--- config.mk ---
export PLATFORM = sky130hd
export DESIGN_NAME = edge_stream_bridge
export DESIGN_NICKNAME = d
export VERILOG_FILES = /design/src/rtl/edge_bridge_pkg.sv /design/src/rtl/edge_lane_sel.sv /design/src/rtl/edge_stream_bridge.sv
export SDC_FILE = /design/constraint.sdc
export NUM_CORES = 1
export LEC_CHECK = 0
export BUFFER_PORTS_ARGS = -buffer_cell sky130_fd_sc_hd__buf_2
export CORE_AREA = 2 2 424 426
export DETAILED_ROUTE_END_ITERATION = 6
export DIE_AREA = 0 0 426 428
export SETUP_SLACK_MARGIN = 0.2
export SLEW_MARGIN = 20
export SYNTH_ARGS = -nofsm -noshare
export SYNTH_HDL_FRONTEND = slang
export SYNTH_SLANG_ARGS = --single-unit
--- constraint.sdc ---
create_clock -name clk -period 3 [get_ports clk]
set_clock_uncertainty 0.15 [all_clocks]
set_input_delay 0.6 -clock clk [delete_from_list [all_inputs] [get_ports clk]]
set_output_delay 0.6 -clock clk [all_outputs]
set_load 0.02 [all_outputs]
--- src/rtl/edge_bridge_pkg.sv ---
// edge_bridge_pkg: state encoding and lane-geometry helpers shared by the edge stream bridge.
package edge_bridge_pkg;

    typedef enum logic [1:0] {LOAD, FIRE, WAIT, DRAIN} state_e;

    function automatic int lane_count(input int array_dim, input int tile_dim);
        return 4 * array_dim * tile_dim;
    endfunction

    function automatic int lane_cnt_w(input int n);
        return (n > 1) ? $clog2(n) : 1;
    endfunction

    localparam int LANE_CNT_W = lane_cnt_w(lane_count(2, 2));

endpackage

--- src/rtl/edge_lane_sel.sv ---
// edge_lane_sel: W-bit lane write-demux (pack path) and read-mux (unpack path), both indexed by k.
module edge_lane_sel
    import edge_bridge_pkg::*;
#(
    parameter int W  = 32,
    parameter int N  = 16,
    parameter int KW = 4
) (
    input  logic [KW-1:0]  k,
    input  logic           wr_en,
    input  logic [W-1:0]   wr_data,
    input  logic [0:N*W-1] wr_vec,
    output logic [0:N*W-1] wr_vec_nxt,
    input  logic [0:N*W-1] rd_vec,
    output logic [W-1:0]   rd_data
);

    for (genvar g = 0; g < N; g++) begin : g_lane
        assign wr_vec_nxt[g*W +: W] = (wr_en && k == KW'(g)) ? wr_data : wr_vec[g*W +: W];
    end

    always_comb begin
        rd_data = '0;
        for (int i = 0; i < N; i++)
            rd_data = (k == KW'(i)) ? rd_vec[i*W +: W] : rd_data;
    end

endmodule

--- src/rtl/edge_stream_bridge.sv ---
// edge_stream_bridge: packs host words into the array edge input, fires the array, and streams the captured edge output back.
// EDGE_TIMEOUT_EN adds a WAIT watchdog that drains zeros and raises a sticky timeout_err.
module edge_stream_bridge
    import edge_bridge_pkg::*;
#(
    parameter  int MAX_WORD_LENGTH = 32,
    parameter  int ARRAY_DIM       = 2,
    parameter  int TILE_DIM        = 2,
    parameter  int TIMEOUT_CYCLES  = 1024,
    localparam int W               = MAX_WORD_LENGTH,
    localparam int N               = lane_count(ARRAY_DIM, TILE_DIM)
) (
    input  logic           clk,
    input  logic           reset,
    input  logic           s_valid,
    output logic           s_ready,
    input  logic [W-1:0]   s_data,
    output logic [0:N*W-1] edge_i,
    output logic           edge_start,
    input  logic           edge_finish,
    input  logic [0:N*W-1] edge_o,
    output logic           m_valid,
    input  logic           m_ready,
    output logic [W-1:0]   m_data,
    output logic           busy,
    output logic           timeout_err
);

    localparam int KW = lane_cnt_w(N);

    if (TIMEOUT_CYCLES < 1) begin : g_bad_timeout
        $error("TIMEOUT_CYCLES must be at least 1");
    end

    state_e         state_q, state_d;
    logic [KW-1:0]  k_q, k_d;
    logic [0:N*W-1] edge_q, edge_d, cap_q, cap_d;
    logic           s_ready_q, s_ready_d;
    logic           wr_en, last;
    logic [W-1:0]   rd_data;

`ifdef EDGE_TIMEOUT_EN
    localparam int TW = lane_cnt_w(TIMEOUT_CYCLES);
    logic [TW-1:0] tmo_q, tmo_d;
    logic          tmo_err_q, tmo_err_d;
`endif

    // k is shared by the pack and unpack paths since LOAD and DRAIN never overlap
    edge_lane_sel #(.W(W), .N(N), .KW(KW)) u_lane_sel (
        .k         (k_q),
        .wr_en     (wr_en),
        .wr_data   (s_data),
        .wr_vec    (edge_q),
        .wr_vec_nxt(edge_d),
        .rd_vec    (cap_q),
        .rd_data   (rd_data)
    );

    assign last = k_q == KW'(N - 1);

    always_comb begin
        state_d = state_q;
        k_d     = k_q;
        cap_d   = cap_q;
        wr_en   = 1'b0;
`ifdef EDGE_TIMEOUT_EN
        tmo_d     = tmo_q;
        tmo_err_d = tmo_err_q;
`endif
        case (state_q)
            LOAD: if (s_valid && s_ready_q) begin
                wr_en   = 1'b1;
                k_d     = last ? '0 : k_q + 1'b1;
                state_d = last ? FIRE : LOAD;
            end
            FIRE: begin
                state_d = WAIT;
`ifdef EDGE_TIMEOUT_EN
                tmo_d = '0;
`endif
            end
            WAIT: if (edge_finish) begin
                cap_d   = edge_o;
                state_d = DRAIN;
            end
`ifdef EDGE_TIMEOUT_EN
            else if (tmo_q == TW'(TIMEOUT_CYCLES - 1)) begin
                tmo_err_d = 1'b1;
                cap_d     = '0;
                state_d   = DRAIN;
            end else begin
                tmo_d = tmo_q + 1'b1;
            end
`endif
            DRAIN: if (m_ready) begin
                k_d     = last ? '0 : k_q + 1'b1;
                state_d = last ? LOAD : DRAIN;
            end
            default: state_d = LOAD;
        endcase
        s_ready_d = state_d == LOAD;
    end

    always_ff @(posedge clk or negedge reset) begin
        if (!reset) begin
            state_q   <= LOAD;
            k_q       <= '0;
            edge_q    <= '0;
            cap_q     <= '0;
            s_ready_q <= 1'b0;
        end else begin
            state_q   <= state_d;
            k_q       <= k_d;
            edge_q    <= edge_d;
            cap_q     <= cap_d;
            s_ready_q <= s_ready_d;
        end
    end

`ifdef EDGE_TIMEOUT_EN
    always_ff @(posedge clk or negedge reset) begin
        if (!reset) begin
            tmo_q     <= '0;
            tmo_err_q <= 1'b0;
        end else begin
            tmo_q     <= tmo_d;
            tmo_err_q <= tmo_err_d;
        end
    end

    assign timeout_err = tmo_err_q;
`else
    assign timeout_err = 1'b0;
`endif

    assign s_ready    = s_ready_q;
    assign edge_i     = edge_q;
    assign edge_start = state_q == FIRE;
    assign m_valid    = state_q == DRAIN;
    assign m_data     = m_valid ? rd_data : '0;
    assign busy       = !(state_q == LOAD && k_q == '0);

endmodule

==> flow_summary_export.csv, run 1 <==
group,metric,value,unit
timing,hold_viol,0,
job,max_cap_viol_count,0,
floorplan,fp.dieW,426,µm
critical_path,cp.arrival,3070,ps
power_and_ir_drop,p_leak,30.1,nW
detailed_routing,postRouteAntennaNets,0,
floorplan,pin_count,1098,
floorplan,coreArea,178000,µm²
critical_path,crit_fanout,8,
floorplan,die_h,428,µm
timing,rsz0062_at_grt,"yes",
cts,cts_root_buffer,"clkbuf_16",
critical_path,crit_end,"m_data[5]",
place,place_hpwl,152,mm
cts,cts_tree,"done",
critical_path,r2r_setup_slack,270,ps
cts,clock_latency,770,ps
yosys,yosysSeqAreaShare,0.583,
outcome,violations,"setup timing",
grt,antenna_found_initial,115,
cells_and_area,final_nets,5476,
detailed_routing,drtIter0Drc,2067,
yosys,yosys_warnings,0,
power_and_ir_drop,p_total,68.6,mW
yosys,ys_ff_latch,1031,
worst_hold_path,hold-path-cell-count,2,
critical_path,crit_start,"k_q[0]",
cts,clockBufferDepth,3,
floorplan,die-area,182000,µm²
floorplan,row_count,155,
critical_path,path_cells,"buf_6 > ha_4 > buf_12 > buf_12 > buf_12 > nand2_4 > a21oi_2 > a21o_1 > o311ai_4 > buf_4 > nand2_2 > buf_6 > buf_6",
detailed_routing,routed_wirelength,201,mm
yosys,synth_nets,3726,
critical_path,endpoint_kind,"primary output",
grt,grt_pass1_wl,277,mm
yosys,synth_area_leader_cell,"dfrtp_1",
yosys,syn_area,44300,µm²
yosys,ys_async_sr_fraction,1.00,
yosys,netlist_instances,3168,
outcome,outcome,"finished, violations left",
timing,fin_tns_setup,-24340,ps
grt,grt-ovfl-total,0,
grt,grt_max_degree,92,
cts,clk_pin_slew,60,ps
detailed_routing,drc,0,
timing,min_period,3820,ps
timing,finalCritPeriodShare,1.27,
yosys,synth_area_per_cell,14.0,µm²
place,post-place-ws,-379,ps
cts,cts_inserted_buffers,114,
critical_path,crit_type,"register to primary output",
floorplan,start_util,0.249,
power_and_ir_drop,power.density,1050,nW/µm²
critical_path,critical-path-max-stage-delay,380,ps
timing,slew_violations,0,
yosys,synth_edf_count,0,
critical_path,r2r-end,"edge_i[63]",
yosys,synth.top_cell.area_share,0.583,
yosys,ys.flop_type,"dfrtp_1",
timing,relSlewSlack,0.516,
place,globalplace.congestion,0.880,
yosys,synth_area_leaders,"dfrtp_1, mux2_2, mux2_1",
critical_path,r2r_start,"state_q[0]",
detailed_routing,dr.pass1.iters,5,
worst_hold_path,hold_class,"input pin to register",
cells_and_area,area_growth,47.5,%
detailed_routing,dr_total_vias,35200,
critical_path,ff2ff_path_depth,7,
cells_and_area,drive_above_1_share,0.551,
timing,setup_viol,32,
cts,cts_sinks,1031,
grt,grt_pass1_vias,36400,
detailed_routing,wl_per_cell,27.1,µm
timing,worstMarginPinSlew,724,ps
critical_path,critPathLaunchType,"register",
cts,htreeDepth,3,
worst_hold_path,min_from,"edge_o[55]",
timing,fin_ws,-818,ps
place,io_buffers,1096,
grt,grt_util_all_layers,0.213,
yosys,post_synth_num_cell_types,58,
critical_path,crit_slowest_cell,"dfrtp_1",
detailed_routing,vias_per_cell,4.75,
timing,max_freq,262,MHz
power_and_ir_drop,ir_drop,0.671,mV
critical_path,worstPathRequired,2250,ps
worst min path at each step:
stage             endpoint  slack (ps)
6_report         cap_q[55]          30
5_1_grt          cap_q[55]           6
4_1_cts          cap_q[55]           2
3_5_place_dp   edge_i[107]         320
3_3_place_gp   edge_i[385]         310
2_1_floorplan     cap_q[0]         150
where the power goes:
group | internal, mW | total, mW | switching, mW
combinational | 13.6 | 29.1 | 15.6
clock | 8.32 | 14.5 | 6.16
sequential | 20.3 | 25.0 | 4.67
total | 42.3 | 68.6 | 26.4
state kept, by name, indices dropped and copies added, names as in the netlist:
| signal | count |
|---|---|
| cap_q | 512 |
| edge_i | 512 |
| k_q | 4 |
| s_ready | 1 |
| state_q | 2 |
synthesized netlist by cell type, types with 30 or more instances:
cell / n
o21a_1: 33
nand3_1: 36
a21boi_0: 30
mux2_1: 77
dfrtp_1: 1031
o211ai_1: 32
buf_4: 39
nor3b_1: 33
clkbuf_1: 97
o221a_2: 49
and3_1: 34
o311ai_1: 32
nor2b_1: 65
o21ai_0: 99
a32oi_1: 32
buf_2: 106
mux2_2: 937
o2bb2ai_1: 32
nand2_1: 137
a21oi_1: 99
a21o_1: 32
layout by cell type, fill, tap and decap left out, types with 23 or more instances in the layout:
master / count
diode_2: 40
nor2b_1: 63
mux2_1: 77
o211ai_1: 32
nand2_1: 108
o221a_2: 38
clkbuf_1: 29
buf_12: 81
o21ai_1: 23
nor3b_1: 30
dlygate4sd3_1: 495
o2bb2ai_1: 25
dfrtp_1: 1029
buf_4: 187
a21oi_1: 91
buf_6: 53
o21a_1: 32
clkbuf_16: 116
o21ai_0: 77
nand3_1: 35
a21o_1: 30
nand2_2: 23
buf_2: 1064
clkbuf_8: 27
mux2_2: 937
worst max-delay path: cells and delay by family (launching register included):
kind / cells / cell delay (ps)
fa+ha+maj: 1 / 190
simple gates: 2 / 100
compound gates: 3 / 630
flops: 1 / 380
buf+inv: 7 / 970
kinds of logic (layout without fill, tap and decap cells):
kind of cell	Yosys count	in the layout	synth area share
other	1	41	0.0000847
adders and majority gates	9	9	0.00254
DFF	1031	1031	0.583
and+or+nand+nor	344	344	0.0424
xor gates and xnor gates	1	1	0.000198
buffers and inverters	264	2111	0.0300
AOI/OAI and AO/OA	494	494	0.0807
muxes	1024	1024	0.261
routing by layer:
metal,global-route usage,vias to the layer above,part of all wire
met5,0,-,0.00024
met4,0.112,8,0.063
met3,0.0378,567,0.053
met2,0.419,1570,0.56
met1,0.208,17900,0.33
li1,-,15100,-
through the flow:
step                 util  hold WS (ps)  instance area, µm²  std cells
floorplan               -           154               44300       3168
global placement    0.306           312               54400       6626
detailed placement  0.306           319               54400       6626
CTS                 0.364          1.96               64700       7361
global route        0.368          5.92               65300       7406
finish              0.368          31.6               65300       7410
final cells by class:
| type | instances | area (µm²) |
|---|---|---|
| Antenna cell | 40 | 100 |
| Clock buffer | 170 | 3330 |
| Clock inverter | 43 | 532 |
| Fill cell | 17100 | 112000 |
| Inverter | 6 | 27.5 |
| Multi-Input combinational cell | 1873 | 18400 |
| Sequential cell | 1031 | 25800 |
| Tap cell | 2355 | 2950 |
| Timing Repair Buffer | 1892 | 14200 |
repair_timing:
action                                  in CTS  in global routing
pin swaps                                   48                 41
hold buffers                               495                  0
endpoints found under the setup margin     105                 33
endpoints found under the hold margin      538                  0
buffers inserted                            22                  7
gates resized for setup                    269                 92
gates cloned                                 5                  2
No activity file was read; power rests on OpenSTA's default activity.
==> run 2: changes to the inputs <==
CELL_PAD_IN_SITES_DETAIL_PLACEMENT = 0   (was not set)
CELL_PAD_IN_SITES_GLOBAL_PLACEMENT = 1   (was not set)
CORE_AREA = 2 2 422 424   (was 2 2 424 426)
DIE_AREA = 0 0 424 426   (was 0 0 426 428)
PLACE_DENSITY_LB_ADDON = 0.1   (was not set)
==> flow_summary_export.csv, run 2 (same netlist as run 1, synthesis figures left out) <==
group,metric,value,unit
critical_path,ff2ff_path_depth,7,
critical_path,critical-path-max-stage-delay,440,ps
cells_and_area,register_area,25800,µm²
cells_and_area,drive_above_1_share,0.554,
timing,holdWs,125,ps
critical_path,worstPathRequired,2250,ps
worst_hold_path,hold_class,"input pin to async pin",
critical_path,crit_type,"register to primary output",
detailed_routing,drc,0,
timing,worstMarginPinSlew,841,ps
place,placedInstanceArea,54900,µm²
power_and_ir_drop,p_leak,30.7,nW
place,io_buffers,1096,
timing,setup_viol,33,
floorplan,start_util,0.252,
critical_path,cp_top_family,"buffers and inverters",
critical_path,path_cells,"buf_6 > ha_4 > buf_12 > nor2_4 > nand3_4 > buf_12 > buf_16 > o221a_2 > o311ai_2 > buf_4 > nand2_1 > buf_4",
detailed_routing,postRouteAntennaNets,0,
timing,max_freq,258,MHz
power_and_ir_drop,pwr-share-seq,0.343,
cts,cts_tree,"done",
cts,cts_sinks,1031,
detailed_routing,vias_per_cell,4.60,
place,post-place-ws,-700,ps
timing,finalCritPeriodShare,1.29,
power_and_ir_drop,p_switching,27.6,mW
grt,grt_pass1_vias,37100,
grt,grt_util_all_layers,0.234,
detailed_routing,drtIter0Drc,1709,
grt,antenna_found_initial,86,
timing,hold_viol,0,
grt,grt-ovfl-total,0,
floorplan,pin_count,1098,
critical_path,r2r_setup_slack,390,ps
cells_and_area,fillers,17400,
cells_and_area,multiInputGateArea,18400,µm²
grt,grt_pass1_wl,298,mm
power_and_ir_drop,intPower,44.2,mW
cells_and_area,final_common_cell,"buf_2",
power_and_ir_drop,swShare,0.385,
timing,fin_ws,-878,ps
place,place_hpwl,160,mm
cells_and_area,area_growth,50.6,%
detailed_routing,routed_wirelength,216,mm
power_and_ir_drop,combPwrFrac,0.428,
place,globalplace.congestion,0.858,
power_and_ir_drop,ir_drop,0.569,mV
cells_and_area,post-route-cell-area,66700,µm²
floorplan,fp.dieW,424,µm
floorplan,coreArea,176000,µm²
critical_path,crit_fanout,6,
timing,rsz0062_at_grt,"yes",
critical_path,worstPathBufferInverterCount,6,
floorplan,die-area,181000,µm²
cts,clock_latency,790,ps
cts,clk_pin_slew,60,ps
detailed_routing,wl_per_cell,28.9,µm
critical_path,endpoint_kind,"primary output",
critical_path,r2r-end,"edge_i[41]",
critical_path,critPathLaunchType,"register",
detailed_routing,dr.pass1.iters,5,
timing,min_period,3880,ps
floorplan,die_h,426,µm
cts,htreeDepth,4,
critical_path,crit_slowest_cell,"dfrtp_2",
power_and_ir_drop,power.density,1080,nW/µm²
critical_path,cp.arrival,3130,ps
outcome,outcome,"finished, violations left",
job,max_cap_viol_count,0,
outcome,violations,"setup timing",
timing,relSlewSlack,0.439,
power_and_ir_drop,clock_power_share,0.229,
cts,clockBufferDepth,3,
detailed_routing,dr_total_vias,34400,
power_and_ir_drop,p_total,71.9,mW
cts,cts_root_buffer,"clkbuf_16",
cells_and_area,final_cell_mix,"buf_2, dfrtp_1, mux2_2",
grt,grt_max_degree,131,
cells_and_area,final_nets,5560,
cts,cts_inserted_buffers,134,
floorplan,row_count,154,
critical_path,r2r_start,"state_q[0]",
timing,slew_violations,0,
==> run 2: cell type report <==
cell class | instances | share of cell area
multi-input cells | 1873 | 0.276
flip-flops and latches | 1031 | 0.387
inverters | 6 | 0.000338
repair buffers | 1956 | 0.224
clock buffers | 192 | 0.0582
diodes | 37 | 0.00139
clock inverters | 47 | 0.00856
well taps | 2340 | 0.0439
==> run 2: power groups by stage <==
stage / Sequential (mW) / Combinational (mW) / Clock, mW
after global routing: 25.4 / 32.5 / 17.5
after floorplan: 26.7 / 12.1 / 0
after detailed placement: 24.9 / 27.7 / 0
after CTS: 24.7 / 30.4 / 17.0
after global placement: 24.8 / 27.6 / 0
final: 24.7 / 30.8 / 16.4
==> run 2: what timing repair did <==
item / 4_1_cts / 5_1_grt
buffers inserted: 20 / 8
setup endpoints to repair: 34 / 161
pin swaps: 44 / 27
hold buffers: 514 / 0
hold endpoints to repair: 780 / 0
cloned: 9 / 5
resized for setup: 261 / 93
==> run 2: layer usage <==
metal / global-route usage / routed length, µm
met1: 0.255 / 81400
met2: 0.448 / 118000
met3: 0.0491 / 9770
met4: 0.0689 / 6650
met5: 0 / 207
==> run 2: how the worst max path moves through the flow <==
stage | from | end | cells past startpoint
final | k_q[1] | m_data[18] | 12
after global routing | k_q[1] | m_data[16] | 11
after detailed placement | k_q[0] | m_data[16] | 11
after global placement | k_q[0] | m_data[16] | 11
after CTS | k_q[1] | m_data[6] | 10
after floorplan | k_q[0] | m_data[30] | 8
==> run 2: through the flow <==
step	setup TNS [ps]	util	cells
4_1_cts	-29160	0.375	7432
3_5_place_dp	-6430	0.312	6650
5_1_grt	-30320	0.379	7479
3_3_place_gp	-6850	0.312	6650
2_1_floorplan	0	-	3168
6_report	-26080	0.379	7482
